<file path="src/rtl/unified_mem_arbiter.sv">
// Arbitrates the CPU and loader ports onto one single-port memory: one access strobe per grant, read data returned RD_LAT cycles later.
// Optional `ARB_LDR_PRIORITY_EN`: the loader wins every tie instead of round-robin.
module unified_mem_arbiter #(
  parameter int ADDR_W = 32,
  parameter int DATA_W = 32,
  parameter int RD_LAT = 1
) (
  input  logic              clk,
  input  logic              reset,
  input  logic              i_cpu_req,
  input  logic              i_cpu_we,
  input  logic [ADDR_W-1:0] i_cpu_addr,
  input  logic [DATA_W-1:0] i_cpu_wdata,
  output logic [DATA_W-1:0] o_cpu_rdata,
  output logic              o_cpu_done,
  input  logic              i_ldr_req,
  input  logic              i_ldr_we,
  input  logic [ADDR_W-1:0] i_ldr_addr,
  input  logic [DATA_W-1:0] i_ldr_wdata,
  output logic [DATA_W-1:0] o_ldr_rdata,
  output logic              o_ldr_done,
  output logic              o_mem_en,
  output logic              o_mem_we,
  output logic [ADDR_W-1:0] o_mem_addr,
  output logic [DATA_W-1:0] o_mem_wdata,
  input  logic [DATA_W-1:0] i_mem_rdata,
  output logic              o_busy,
  output logic              o_grant_id
);

  generate
    if (RD_LAT < 1 || RD_LAT > 7) begin : g_bad_rd_lat
      $error("unified_mem_arbiter: RD_LAT must be in 1..7");
    end
  endgenerate

  typedef enum logic [1:0] {IDLE, ISSUE, WAIT, RESP} state_t;

  state_t            r_state;
  logic              r_we;
  logic              r_last_grant;
  logic [2:0]        r_cnt;
  logic              r_grant_id;
  logic              r_busy;
  logic              r_mem_en;
  logic              r_mem_we;
  logic [ADDR_W-1:0] r_mem_addr;
  logic [DATA_W-1:0] r_mem_wdata;
  logic [DATA_W-1:0] r_cpu_rdata;
  logic [DATA_W-1:0] r_ldr_rdata;
  logic              r_cpu_done;
  logic              r_ldr_done;
  logic              w_any_req;
  logic              w_pick_ldr;

  assign w_any_req = i_cpu_req | i_ldr_req;

`ifdef ARB_LDR_PRIORITY_EN
  assign w_pick_ldr = i_ldr_req;
`else
  // On a tie the port that did not own the last grant wins.
  assign w_pick_ldr = i_ldr_req & (~i_cpu_req | ~r_last_grant);
`endif

  always_ff @(posedge clk or posedge reset) begin
    if (reset) begin
      r_state      <= IDLE;
      r_we         <= 1'b0;
      r_last_grant <= 1'b1;
      r_cnt        <= 3'd0;
      r_grant_id   <= 1'b0;
      r_busy       <= 1'b0;
      r_mem_en     <= 1'b0;
      r_mem_we     <= 1'b0;
      r_mem_addr   <= '0;
      r_mem_wdata  <= '0;
      r_cpu_rdata  <= '0;
      r_ldr_rdata  <= '0;
      r_cpu_done   <= 1'b0;
      r_ldr_done   <= 1'b0;
    end else begin
      r_mem_en   <= 1'b0;
      r_mem_we   <= 1'b0;
      r_cpu_done <= 1'b0;
      r_ldr_done <= 1'b0;
      case (r_state)
        IDLE: begin
          if (w_any_req) begin
            r_grant_id   <= w_pick_ldr;
            r_last_grant <= w_pick_ldr;
            r_we         <= w_pick_ldr ? i_ldr_we : i_cpu_we;
            r_mem_we     <= w_pick_ldr ? i_ldr_we : i_cpu_we;
            r_mem_addr   <= w_pick_ldr ? i_ldr_addr : i_cpu_addr;
            r_mem_wdata  <= w_pick_ldr ? i_ldr_wdata : i_cpu_wdata;
            r_mem_en     <= 1'b1;
            r_busy       <= 1'b1;
            r_state      <= ISSUE;
          end
        end
        ISSUE: begin
          if (r_we) begin
            r_cpu_done <= ~r_grant_id;
            r_ldr_done <= r_grant_id;
            r_state    <= RESP;
          end else begin
            r_cnt   <= 3'(RD_LAT);
            r_state <= WAIT;
          end
        end
        WAIT: begin
          if (r_cnt == 3'd1) begin
            if (r_grant_id) r_ldr_rdata <= i_mem_rdata;
            else            r_cpu_rdata <= i_mem_rdata;
            r_cpu_done <= ~r_grant_id;
            r_ldr_done <= r_grant_id;
            r_state    <= RESP;
          end else begin
            r_cnt <= r_cnt - 3'd1;
          end
        end
        RESP: begin
          r_busy  <= 1'b0;
          r_state <= IDLE;
        end
        default: r_state <= IDLE;
      endcase
    end
  end

  assign o_cpu_rdata = r_cpu_rdata;
  assign o_cpu_done  = r_cpu_done;
  assign o_ldr_rdata = r_ldr_rdata;
  assign o_ldr_done  = r_ldr_done;
  assign o_mem_en    = r_mem_en;
  assign o_mem_we    = r_mem_we;
  assign o_mem_addr  = r_mem_addr;
  assign o_mem_wdata = r_mem_wdata;
  assign o_busy      = r_busy;
  assign o_grant_id  = r_grant_id;

endmodule

</file>
<file path="config.mk">
export PLATFORM = sky130hd
export DESIGN_NAME = unified_mem_arbiter
export DESIGN_NICKNAME = d
export VERILOG_FILES = /design/src/rtl/unified_mem_arbiter.sv
export SDC_FILE = /design/constraint.sdc
export NUM_CORES = 1
export LEC_CHECK = 0
export BUFFER_PORTS_ARGS = -buffer_cell sky130_fd_sc_hd__buf_4
export CAP_MARGIN = 5
export CORE_MARGIN = 5
export CORE_UTILIZATION = 46
export DETAILED_ROUTE_END_ITERATION = 8
export PLACE_DENSITY_LB_ADDON = 0.3
export SYNTH_ARGS = -nofsm -noshare
export SYNTH_HDL_FRONTEND = slang
export SYNTH_SLANG_ARGS = --single-unit
</file>
<file path="constraint.sdc">
create_clock -name clk -period 5.84 [get_ports clk]
set_input_delay 1.46 -clock clk [delete_from_list [all_inputs] [get_ports clk]]
set_output_delay 1.46 -clock clk [all_outputs]
set_load 0.03 [all_outputs]
</file>
==> run summary <==
Reg2reg setup slack = 3.49 ns
Largest net degree at the start of global routing = 117
Status = finished, final reports clean
Min Tclk post-route = 2.98 ns
First-pass GRT wire length = 27.3 mm
RePlAce Congestion = 0.850
Die height = 125 um
Setup Crit Path Kind = in2reg
Ranking of synthesized cells by area = dfrtp_1 58%, mux2_2 12%, mux2i_1 11%
Sink Count = 141
Initial DRC Count = 314
Worst-Skew Late Latency = 0.41 ns
Number of global-route vias before repair = 5062
Mapped Nets = 655
Maximum clock rate = 335 MHz
N_diodes = 0
Fin crit share = 0.511
Max cap viols = 0
Resized Gates After CTS = 0
Max stage delay cell, worst path = a21bo_4
IO Pins = 300
Clock transition at path regs = 0.05 ns
Synth Area in Compound Gates = 0.0744
Most frequent cells in the layout = 304 x buf_4, 140 x dfrtp_1, 67 x nand2_1, 65 x mux2i_1, 64 x o21ai_0
DIE WIDTH = 125 um
Yosys top cell area share = 0.581
Power per cell area = 624 nW/um^2
CTS Hold Bufs = 0
CTS root buf = clkbuf_16
CP Capture Type = flip-flop
Post-CTS Setup Repair Bufs = 0
Rel. slew slack = 0.320
Worst Hold Depth = 2
Most used cell, CP = buf_4
Syn. warnings = 0
Vias per cell = 4.97
Post-synthesis simple-gate area fraction = 0.0587
TritonCTS Buffers = 17
Yosys reg bits = 141
CP max FO = 43
Core ar. = 12700 sq um
Final #Nets = 950
Initial Util = 0.474
Final hold viol count = 0
Post-synthesis adder-cell area fraction = 0.0145
Reg2Reg Depth = 5
Critical-path cell list = buf_4 -> a21bo_4 -> buf_4 -> mux2i_1 -> o21ai_0
Endpoints failing setup = 0
Area of the die = 15500 sq um
Initial antenna violation count = 0
Actual slew at the worst max-slew pin = 1.02 ns
RSZ-0062 raised after global routing = false
Cells after synthesis = 482
All-Layer GR Usage = 0.223
Clock Skew = 0.00857 ns
Type of origin of the critical path = input port
Largest family of logic cells by synthesized area = multiplexers
Synth cell types = 33
Sink of the worst hold path = o_mem_addr[26]$_DFFE_PP0P_
GRT overflow = 0
Area occupied by multi-input gates = 2290 sq um
Synth area leader = dfrtp_1
Core Util, Final = 0.705
Seq/Total Area, Yosys = 0.585
DRT antenna net count = 0
Layout cells sized above 1 = 0.511
Routed wire length = 17.2 mm
Setup_tns = 0 ns
Synth Area in XOR/XNOR = 0
Worst flop-to-flop path startpoint = r_state[0]$_DFFE_PP0P_
Filler Cell Count = 911
Worst r2r dst = o_mem_addr[18]$_DFFE_PP0P_
DPL Wire Length = 13.2 mm
Required time worst endpoint = 6.09 ns
Max stage delay on crit path = 0.72 ns
DR pass1 iterations = 6
P_leak = 4.63 nW
Min-Delay Startpoint = o_mem_addr[26]$_DFFE_PP0P_
I/O Buffers = 299
# rows = 41
WP data arrival = 3.23 ns
Critical path buffer and inverter count = 2
Avg Synthesized Cell Area = 12.5 sq um
Vias = 4784
DRC viols = 0
Slew Viols, Final = 0
Most common cell after layout, fill and taps aside = buf_4
Cell area after synthesis = 6030 sq um
VDD IR max = 292 uV
Pwr Total = 5.59 mW
CTS Buffer Depth = 2
Area growth syn-to-layout = 48.6%
Mux share of post-synthesis cell area = 0.229
Hold Crit Class = reg2reg
# H-tree levels = 4
Avg WL per Cell = 17.9 um
FF+latch area = 3530 sq um
CTS tree = yes
Delay-heaviest family, CP = compound AO/OA/AOI/OAI gates
sequential cells by signal, summed over array words and instances (netlist names):
signal / cells
o_mem_wdata: 32
r_state: 2
o_mem_we: 1
o_ldr_rdata: 32
r_cnt: 3
o_cpu_rdata: 32
o_grant_id: 1
r_we: 1
o_mem_en: 1
o_mem_addr: 32
o_cpu_done: 1
o_busy: 1
o_ldr_done: 1
r_last_grant: 1
worst min-delay path: stages, from the launching register on:
cell and delay [ns]:
dfrtp_1 0.34, nand2_1 0.04, o21ai_0 0.06
cell type report:
| class | count | share of cell area |
|---|---|---|
| tap | 172 | 0.0240 |
| multi-input combinational | 303 | 0.256 |
| inverter | 10 | 0.00474 |
| timing repair buffer | 304 | 0.255 |
| clock buffer | 18 | 0.0490 |
| sequential | 141 | 0.394 |
| clock inverter | 14 | 0.0186 |
logic make-up (layout without fill, tap and decap cells):
kind of cell / Yosys count / after routing
flip-flops: 141 / 141
multiplexers: 130 / 130
AO/OA/AOI/OAI: 83 / 83
AND/OR/NAND/NOR: 83 / 83
buffers and inverters: 38 / 346
adder cells (fa/ha/maj): 7 / 7
cell usage after synthesis:
cell type and instances:
mux2i_1 65, buf_2 11, mux2_1 2, nand2_1 67, nor3_4 1, o22ai_1 1, a31oi_1 1, and3b_1 1
inv_1 10, nand2b_1 1, or4_1 2, o21ai_1 8, o311ai_0 2, dfrtp_1 140, a221oi_1 1, buf_4 2
mux2_2 63, and2_0 1, nor3_1 1, a22oi_1 1, a2bb2oi_1 1, clkbuf_1 6, buf_6 9, a21oi_1 1
a21bo_2 1, dfstp_2 1, nor2_1 6, nor2b_1 2, o311a_1 1, ha_1 7, or4b_1 1, o221ai_1 1
o21ai_0 64
worst max-delay path by stage:
stage / start / end / depth (start not counted)
detailed placement: i_ldr_req / o_mem_addr[7]$_DFFE_PP0P_ / 5
finish: i_ldr_req / o_mem_addr[29]$_DFFE_PP0P_ / 5
global route: i_ldr_req / o_mem_addr[29]$_DFFE_PP0P_ / 5
floorplan: reset / o_busy$_DFFE_PP0P_ / 1
CTS: i_ldr_req / o_mem_addr[29]$_DFFE_PP0P_ / 5
global placement: i_ldr_req / o_mem_addr[26]$_DFFE_PP0P_ / 5
metal layers:
| metal | up-vias | GRT usage | part of all wire |
|---|---|---|---|
| li1 | 2275 | - | - |
| met5 | - | 0 | 0 |
| met1 | 2265 | 0.261 | 0.38 |
| met2 | 222 | 0.388 | 0.52 |
| met4 | 0 | 0.0748 | 0.019 |
| met3 | 22 | 0.0725 | 0.078 |
through the flow:
step	setup WS [ns]	std cells	cell area [sq um]	hold WS, ns
2_1_floorplan	0.600	482	6030	0.457
3_3_place_gp	2.55	930	8360	0.466
3_5_place_dp	2.43	930	8360	0.472
4_1_cts	2.86	962	8970	0.486
5_1_grt	2.74	962	8970	0.499
6_report	2.86	962	8970	0.477
power by group:
part | switching (mW) | internal, mW
clock | 0.414 | 0.683
sequential | 0.279 | 1.46
combinational | 1.67 | 1.09
(Power assumes the default switching activity.)
